--- src/rtl/pipeexe_alu.sv ---
`default_nettype none
// ============================================================================
// Module      : pipeexe_alu
// Description : Execute-stage ALU for a five-stage pipeline. Add, subtract,
//               logic, LUI and shift operations are combinational. MUL runs
//               an iterative 32-step shift-add multiplier that holds the
//               front of the pipeline with stall until the product is ready.
//
// Ports
//   clock    in   1  pipeline clock, rising edge
//   resetn   in   1  asynchronous active-low reset
//   e_valid  in   1  live instruction in EXE this cycle
//   flush    in   1  cancel the instruction in EXE
//   aluc     in   5  ALU operation code
//   a        in  32  operand A (shift amount in [4:0] for shifts)
//   b        in  32  operand B
//   r        out 32  EXE result
//   stall    out  1  freeze PC, IF/ID, ID/EXE; bubble into EXE/MEM
//   mul_busy out  1  multiplier FSM not idle
//
// Revision    : 1.0 - initial release
// ============================================================================
module pipeexe_alu (
    input  logic        clock,
    input  logic        resetn,
    input  logic        e_valid,
    input  logic        flush,
    input  logic [4:0]  aluc,
    input  logic [31:0] a,
    input  logic [31:0] b,
    output logic [31:0] r,
    output logic        stall,
    output logic        mul_busy
);

    // Operation codes
    localparam logic [4:0] c_OP_ADD = 5'b00000;
    localparam logic [4:0] c_OP_SUB = 5'b01000;
    localparam logic [4:0] c_OP_AND = 5'b00010;
    localparam logic [4:0] c_OP_OR  = 5'b01010;
    localparam logic [4:0] c_OP_XOR = 5'b01011;
    localparam logic [4:0] c_OP_LUI = 5'b00100;
    localparam logic [4:0] c_OP_SLL = 5'b00101;
    localparam logic [4:0] c_OP_SRL = 5'b01101;
    localparam logic [4:0] c_OP_SRA = 5'b11101;
    localparam logic [4:0] c_OP_MUL = 5'b00001;

    // Multiplier FSM states
    localparam logic [1:0] c_ST_IDLE = 2'b00;
    localparam logic [1:0] c_ST_BUSY = 2'b01;
    localparam logic [1:0] c_ST_DONE = 2'b10;

    localparam logic [5:0] c_CNT_LAST = 6'd31;

    logic [1:0]  r_state;
    logic [31:0] r_mcand;
    logic [31:0] r_mplier;
    logic [31:0] r_acc;
    logic [5:0]  r_cnt;

    logic        w_is_mul;
    logic        w_mul_start;
    logic [31:0] w_r;

    assign w_is_mul    = (aluc == c_OP_MUL);
    assign w_mul_start = (r_state == c_ST_IDLE) & e_valid & w_is_mul & ~flush;

    // resetn gates stall directly so it falls the moment reset is applied,
    // even if a MUL is still presented on the inputs.
    assign stall    = resetn & (w_mul_start | ((r_state == c_ST_BUSY) & ~flush));
    assign mul_busy = (r_state != c_ST_IDLE);

    // ------------------------------------------------------------------------
    // Multiplier FSM. The counter stops at 32 because DONE always returns
    // to IDLE, so it never wraps.
    // ------------------------------------------------------------------------
    always_ff @(posedge clock or negedge resetn) begin
        if (!resetn) begin
            r_state  <= c_ST_IDLE;
            r_mcand  <= 32'h0;
            r_mplier <= 32'h0;
            r_acc    <= 32'h0;
            r_cnt    <= 6'd0;
        end else begin
            case (r_state)
                c_ST_IDLE: begin
                    if (w_mul_start) begin
                        r_state  <= c_ST_BUSY;
                        r_mcand  <= a;
                        r_mplier <= b;
                        r_acc    <= 32'h0;
                        r_cnt    <= 6'd0;
                    end
                end
                c_ST_BUSY: begin
                    if (flush) begin
                        r_state <= c_ST_IDLE;
                    end else begin
                        if (r_mplier[0]) begin
                            r_acc <= r_acc + r_mcand;
                        end
                        r_mcand  <= {r_mcand[30:0], 1'b0};
                        r_mplier <= {1'b0, r_mplier[31:1]};
                        r_cnt    <= r_cnt + 6'd1;
                        if (r_cnt == c_CNT_LAST) begin
                            r_state <= c_ST_DONE;
                        end
                    end
                end
                c_ST_DONE: begin
                    r_state <= c_ST_IDLE;
                end
                default: begin
                    r_state <= c_ST_IDLE;
                end
            endcase
        end
    end

    // ------------------------------------------------------------------------
    // Result mux. MUL shows the accumulator only once it is complete.
    // ------------------------------------------------------------------------
    always_comb begin
        w_r = 32'h0;
        case (aluc)
            c_OP_ADD: w_r = a + b;
            c_OP_SUB: w_r = a - b;
            c_OP_AND: w_r = a & b;
            c_OP_OR:  w_r = a | b;
            c_OP_XOR: w_r = a ^ b;
            c_OP_LUI: w_r = {b[15:0], 16'h0};
            c_OP_SLL: w_r = b << a[4:0];
            c_OP_SRL: w_r = b >> a[4:0];
            c_OP_SRA: w_r = $unsigned($signed(b) >>> a[4:0]);
            c_OP_MUL: w_r = (r_state == c_ST_DONE) ? r_acc : 32'h0;
            default:  w_r = 32'h0;
        endcase
    end

    assign r = w_r;

endmodule
`default_nettype wire

--- config.mk ---
export PLATFORM = sky130hd
export DESIGN_NAME = pipeexe_alu
export DESIGN_NICKNAME = d
export VERILOG_FILES = /design/src/rtl/pipeexe_alu.sv
export SDC_FILE = /design/constraint.sdc
export NUM_CORES = 1
export LEC_CHECK = 0
export BUFFER_PORTS_ARGS = -buffer_cell sky130_fd_sc_hd__buf_2
export CAP_MARGIN = 10
export CORE_MARGIN = 2
export CORE_UTILIZATION = 52
export DETAILED_ROUTE_END_ITERATION = 10
export PLACE_DENSITY = 0.71
export SLEW_MARGIN = 40
export SYNTH_ARGS = -nofsm -noshare
export SYNTH_HDL_FRONTEND = slang
export SYNTH_SLANG_ARGS = --single-unit
--- constraint.sdc ---
create_clock -name clock -period 20.1 [get_ports clock]
set_clock_uncertainty 0.15 [all_clocks]
set_input_delay 5.025 -clock clock [delete_from_list [all_inputs] [get_ports clock]]
set_output_delay 5.025 -clock clock [all_outputs]
set_load 0.005 [all_outputs]
==> results of run 1 <==
## worst reg2reg max path, stage by stage (launching register included)
cell and delay [ns]:
dfrtp_1 0.48, ha_1 0.28, fa_1 0.42, a21oi_1 0.26, o211ai_1 0.22, a311oi_1 0.47, o31a_2 0.27, o21ai_1 0.13
a221o_1 0.35, a221oi_2 0.30, xnor2_1 0.09, a22o_1 0.19
## final timing paths
kind | start | to | slack [ns]
hold reg to reg | r_mplier[3] | r_mplier[3] | 0.33
max in group asynchronous | resetn | r_cnt[3] | 14.10
hold / removal | r_mplier[3] | r_mplier[3] | 0.33
setup / recovery | aluc[3] | r[26] | 5.22
setup reg to reg | r_acc[0] | r_acc[30] | 16.38
min in group asynchronous | resetn | r_mcand[5] | 4.52
## cells by family (layout without fill, tap and decap cells)
logic type	Yosys count	after routing	synth area share [%]
multiplexers	90	90	7.54
flip-flops	104	104	18.9
buffers and inverters	220	233	6.06
AO/OA/AOI/OAI	688	688	32.2
adder cells (fa/ha/maj)	130	130	11.9
XOR/XNOR	85	85	5.40
AND/OR/NAND/NOR	567	567	18.0
## final cells by class
class                   instances  area, µm²  area share [%]
clock buffers                  11        243            1.64
clock inverters                 4       77.6           0.525
inverters                      86        323            2.18
multi-input cells            1560      10400            70.3
flip-flops and latches        104       2600            17.6
well taps                     335        419            2.83
repair buffers                132        732            4.95
## stage by stage
stage	hold slack, ns	utilization, %
final	0.332	56.8
after global placement	0.312	55.4
after detailed placement	0.321	55.5
after floorplan	0.300	-
after CTS	0.337	56.8
after global routing	0.362	56.8
## layer usage
layer	wire length, µm	global-route usage, %	vias up
li1	-	-	6862
met1	23100	53.2	7022
met2	23300	57.1	741
met3	4780	4.06	133
met4	2670	16.8	0
met5	0	0	-
## power by group through the flow
stage / Sequential, mW / Combinational [mW] / Clock [mW]
floorplan: 0.286 / 0.297 / 0
global placement: 0.303 / 0.394 / 0
detailed placement: 0.305 / 0.403 / 0
CTS: 0.301 / 0.405 / 0.191
global route: 0.308 / 0.453 / 0.200
finish: 0.303 / 0.412 / 0.189
## cells in the final DEF (no fill, tap or decap), types with 25 or more instances in the layout
cell type / count
inv_1: 82
a21oi_1: 200
mux2i_1: 70
buf_2: 105
ha_1: 128
xnor2_1: 65
o211ai_1: 25
o21ai_0: 183
buf_4: 26
a21o_1: 48
nand2_1: 186
a22o_1: 34
nor2_1: 229
nand3_1: 31
dfrtp_1: 104
## registers in the layout, indices dropped and copies added (netlist names)
| register | flops |
|---|---|
| r_mcand | 32 |
| r_cnt | 6 |
| r_state | 2 |
| r_acc | 32 |
| r_mplier | 32 |
==> metrics.csv, run 1 <==
stage;metric;value;unit
cts;cts_tree;built;
timing;fmax;67.2;MHz
grt;antenna_found_initial;0;
logic_synthesis;synth_largest_area_cell;dfrtp_1;
logic_synthesis;postSynthCellCount;1884;
floorplanning;die_w;167;µm
placement;dp.cells;2217;
finish;fin_cells;2232;
floorplanning;ioPinCount;107;
logic_synthesis;synth_seq_area_share;18.9;%
logic_synthesis;synth_seq_cells;104;
timing;rsz0062_at_grt;false;
logic_synthesis;synth_area;13800;µm²
route;via_count;14758;
power_and_ir_drop;internal-power;531;µW
timing;fin_crit_sh;74.0;%
cts;path_clk_slew;0.07;ns
timing;setup_viol;0;
run;max_cap_viol_count;0;
cts;cts_hold_buf;0;
route;wl;53.8;mm
finish;antennaDiodeCount;0;
finish;nets;2096;
placement;port-buffer-count;106;
logic_synthesis;synth_edf_count;0;
min_path;holdPathStages;2;
power_and_ir_drop;power;904;µW
min_path;hp-class;flip-flop to flip-flop;
power_and_ir_drop;seq_power_share;33.5;%
grt;track_usage;37.3;%
floorplanning;core;26100;µm²
worst_setup_path;critPathTopFamily;compound AO/OA/AOI/OAI gates;
run_status;outcome;finished clean;
grt;overflow;0;
placement;dp_slack;5.37;ns
worst_setup_path;worstSetupPathType;primary input to output port;
cts;root_buffer;clkbuf_16;
finish;nFillCells;2584;
cts;numCtsBuffers;9;
worst_setup_path;slowest_delay;0.66;ns
logic_synthesis;ys_async_sr_fraction;100;%
floorplanning;rows;59;
finish;final_area;14800;µm²
power_and_ir_drop;switching_share;41.2;%
floorplanning;die_area;27800;µm²
logic_synthesis;ys.flop_type;dfrtp_1;
cts;cts_resized;0;
route;ant_nets;0;
worst_setup_path;r2r_cells;11;
cts;post_cts_buffers;0;
route;drt_iter0_drc;1915;
logic_synthesis;yosysTopAreaCellShare;18.9;%
route;wl_per_cell;24.1;µm
timing;worst-slew-pin-transition;0.821;ns
logic_synthesis;synth_fp_nets;2087;
worst_setup_path;crit_slowest_cell;and2_1;
grt;grt_pass1_vias;13335;
finish;drive_gt1_share;10.4;%
power_and_ir_drop;clock_power_share;20.9;%
cts;worstSkewPairLatency;0.35;ns
logic_synthesis;yosys-top-cells-area;dfrtp_1 19%, ha_1 12%, a21oi_1 7.3%;
cts;h-tree-depth;3;
cts;numClockSinks;104;
worst_setup_path;cp_num_buf_inv;3;
placement;dp_hpwl;41.3;mm
worst_setup_path;path_max_fanout;66;
floorplanning;start_util;52.9;%
power_and_ir_drop;pwr-share-comb;45.6;%
power_and_ir_drop;powerDensity;61.1;nW/µm²
route;drt-pass1-iter-count;6;
floorplanning;die_h;167;µm
worst_setup_path;required;14.93;ns
worst_setup_path;worst_setup_path_end_kind;output port;
grt;grt_max_degree;119;
worst_setup_path;crit_arrival;9.70;ns
timing;fin_crit;14.88;ns
timing;slew_violations;0;
power_and_ir_drop;ir_worst_vdd;0.0000685;V
worst_setup_path;path_cells;buf_2, buf_4, and2_1, mux2i_1, fa_1, a21oi_1, and4b_1, o211ai_2, o22ai_1, o41ai_2, o31a_1, a21oi_1, mux2_1, or3_1, buf_2;
timing;finalWorstSetupSlack;5.22;ns
worst_setup_path;start_kind;primary input;
cts;cts_buffer_depth;2;
power_and_ir_drop;p_leak;7.05;nW
logic_synthesis;synth.most_common_cell;nor2_1;
placement;place_area;14500;µm²
logic_synthesis;synth_commonest_cells;232 x nor2_1, 201 x a21oi_1, 186 x nand2_1;
logic_synthesis;syn_avg_cell_area;7.32;µm²
timing;hold_viol;0;
grt;grt_pass1_wl;80.6;mm
route;via_per_inst;6.61;
placement;gp_congestion;1.02;
timing;setup_tns;0;ns
finish;area_delta_synth_final;7.31;%
timing;maxSlewHeadroom;45.3;%
logic_synthesis;synth.distinct_cells;77;
worst_setup_path;worst-path-stages;15;
route;drc_errors;0;
logic_synthesis;ys.warnings.count;0;
power_and_ir_drop;p_sw;373;µW
Power figures use the tool's default switching activity.
==> run 2, diff against run 1 <==
- ABC_AREA: not set -> 1
- PLACE_DENSITY: 0.71 -> 0.73
- clock period: 20.1 -> 12.12 ns (I/O delays scaled with it)
==> run 2 against run 1 <==
Register-to-register slack worse by 7.5 ns. Combinational power increased by 59%. Wire length is 28% higher. Sequential cell count is the same. Critical path depth up 5. Sequential share of layout area shrank 2.0 points. Setup slack got worse by 3.6 ns. Clock power is 69% higher. Core utilization is 0.39 points lower. Total power is 58% higher. Synthesized area is 13% higher. Critical endpoint is now r[12].
==> metrics.csv, run 2 <==
stage;metric;value;unit;change
run_status;outcome;finished clean;;
cts;cts_hold_buf;0;;unchanged
grt;grt_pass1_vias;17237;;+29%
timing;fmax;94.8;MHz;
floorplanning;core;29600;µm²;+13%
logic_synthesis;synth_largest_area_cell;nand2_1;;
placement;dp_hpwl;54.8;mm;+33%
logic_synthesis;yosysTopAreaCellShare;23.6;%;+4.7 points
cts;h-tree-depth;3;;unchanged
logic_synthesis;ys.warnings.count;0;;unchanged
cts;root_buffer;clkbuf_16;;
logic_synthesis;syn_avg_cell_area;5.61;µm²;-23%
worst_setup_path;path_max_fanout;28;;-58%
logic_synthesis;ys_async_sr_fraction;100;%;unchanged
worst_setup_path;worst_setup_path_end_kind;output port;;
grt;track_usage;43.6;%;+6.2 points
route;via_per_inst;6.00;;-9.3%
timing;fin_crit;10.55;ns;
finish;drive_gt1_share;6.09;%;-4.4 points
finish;final_area;16700;µm²;+13%
route;drt-pass1-iter-count;7;;+1
finish;area_delta_synth_final;7.01;%;
power_and_ir_drop;power;1.43;mW;+58%
placement;gp_congestion;1.09;;+7.4%
cts;path_clk_slew;0.08;ns;about the same
floorplanning;die_h;177;µm;+6.1%
placement;place_area;16300;µm²;+13%
cts;cts_tree;built;;
finish;finish.utilization;56.4;%;-0.39 points
logic_synthesis;synth.most_common_cell;nand2_1;;
timing;setup_tns;0;ns;unchanged
worst_setup_path;required;8.94;ns;-5.99 ns
timing;rsz0062_at_grt;false;;
power_and_ir_drop;ir_worst_vdd;0.0000850;V;+24%
finish;final_common_cell;nand2_1;;
logic_synthesis;synth_commonest_cells;980 x nand2_1, 382 x nand3_1, 343 x inv_1;;
cts;post_cts_buffers;0;;unchanged
logic_synthesis;yosys-top-cells-area;nand2_1 24%, dfrtp_1 17%, nand3_1 12%;;
placement;port-buffer-count;106;;unchanged
finish;nets;3008;;+44%
min_path;hp-class;flip-flop to flip-flop;;
route;drc_errors;0;;unchanged
logic_synthesis;synth_fp_nets;2980;;+43%
floorplanning;start_util;52.7;%;-0.22 points
worst_setup_path;slowest_delay;0.56;ns;-0.10 ns
logic_synthesis;postSynthCellCount;2777;;+47%
power_and_ir_drop;p_leak;9.15;nW;+30%
timing;maxSlewHeadroom;40.0;%;-5.2 points
route;wl_per_cell;21.5;µm;-11%
grt;overflow;0;;unchanged
logic_synthesis;synth_edf_count;0;;unchanged
power_and_ir_drop;powerDensity;85.9;nW/µm²;+40%
worst_setup_path;worstSetupPathType;primary input to output port;;
timing;hold_viol;0;;unchanged
cts;cts_buffer_depth;2;;unchanged
route;wl;68.8;mm;+28%
cts;numClockSinks;104;;unchanged
floorplanning;ioPinCount;107;;unchanged
timing;worst-slew-pin-transition;0.899;ns;+0.0778 ns
logic_synthesis;synth_seq_area_share;16.7;%;-2.2 points
worst_setup_path;start_kind;primary input;;
finish;nFillCells;3164;;+22%
floorplanning;die_area;31300;µm²;+13%
cts;numCtsBuffers;9;;unchanged
timing;slew_violations;0;;unchanged
worst_setup_path;crit_slowest_cell;inv_2;;
grt;grt_max_degree;78;;-34%
route;ant_nets;0;;unchanged
logic_synthesis;synth_seq_cells;104;;unchanged
logic_synthesis;ys.flop_type;dfrtp_1;;
worst_setup_path;path_cells;buf_2, nor2_1, nand2_1, inv_2, nand2_2, inv_1, a21oi_1, xor2_1, inv_1, ha_1, nand2_1, inv_1, a21oi_1, nand3_1, nand2_1, nand2_1, o21ai_0, inv_1, nand3_1, buf_2;;
cts;worstSkewPairLatency;0.36;ns;about the same
cts;cts_resized;0;;unchanged
worst_setup_path;crit_arrival;7.37;ns;-2.33 ns
timing;setup_viol;0;;unchanged
logic_synthesis;synth.distinct_cells;46;;-40%
timing;fin_crit_sh;87.0;%;
floorplanning;die_w;177;µm;+6.1%
route;via_count;19206;;+30%
route;drt_iter0_drc;2405;;+26%
finish;reg_top3;r_acc x32, r_mcand x32, r_mplier x32;;
logic_synthesis;synth_area;15600;µm²;+13%
run;max_cap_viol_count;0;;unchanged
finish;final_cell_mix;979 x nand2_1, 382 x nand3_1, 342 x inv_1;;
floorplanning;rows;63;;+6.8%
grt;antenna_found_initial;4;;+4
grt;grt_pass1_wl;102;mm;+27%
## run 2: routing by layer
metal	track usage (%)	up-vias	routed length, µm
li1	-	9082	-
met1	56.5	8733	27100
met2	62.8	1122	27400
met5	0	-	22
met3	14.5	265	9330
met4	25.1	4	4950
## run 2: logic make-up (layout without fill, tap and decap cells)
logic type	Yosys count	count (layout)	share of synthesized area, %
buffers and inverters	460	493	11.5
xor gates and xnor gates	36	36	2.03
AOI/OAI and AO/OA	388	388	14.4
adders and majority gates	130	130	10.5
other	0	1	0
DFF	104	104	16.7
and+or+nand+nor	1659	1659	44.8
## run 2: cell type report
class,instances,area (µm²),share of cell area (%)
Tap cell,390,488,2.93
Sequential cell,104,2600,15.6
Inverter,350,1320,7.91
Clock buffer,10,239,1.43
Timing Repair Buffer,127,742,4.45
Multi-Input combinational cell,2213,11200,67.1
Clock inverter,6,85.1,0.511
Antenna cell,1,2.50,0.0150
## run 2: power by group
group | internal, mW | leakage (nW) | switching [mW]
registers | 0.413 | 1.32 | 0.0430
clock network | 0.172 | 0.156 | 0.149
logic | 0.196 | 7.67 | 0.458
total | 0.781 | 9.15 | 0.650
## run 2: final timing paths
| kind | from | to | slack (ns) | depth (start not counted) |
|---|---|---|---|---|
| setup reg to reg | r_state[1] | r_acc[20] | 8.89 | 10 |
| hold reg to reg | r_cnt[5] | r_state[1] | 0.34 | 1 |
| min in group asynchronous | resetn | r_cnt[5] | 2.51 | 1 |
| max in group asynchronous | resetn | r_acc[19] | 8.31 | 2 |
| hold / removal | r_cnt[5] | r_state[1] | 0.34 | 1 |
| setup / recovery | aluc[2] | r[12] | 1.57 | 20 |
## run 2: per-stage QoR
| stage | hold WS, ns | setup slack [ns] | instances |
|---|---|---|---|
| 5_1_grt | 0.366 | 1.32 | 3200 |
| 6_report | 0.344 | 1.57 | 3201 |
| 2_1_floorplan | 0.296 | 3.55 | 2777 |
| 4_1_cts | 0.343 | 1.77 | 3200 |
| 3_5_place_dp | 0.332 | 1.78 | 3184 |
| 3_3_place_gp | 0.321 | 1.80 | 3180 |
## run 2: critical path, delay by kind of cell
family / cells / cell delay, ns
xor+xnor: 1 / 0.16
compound gates: 3 / 0.73
fa+ha+maj: 1 / 0.34
simple gates: 8 / 1.68
buf+inv: 7 / 1.41
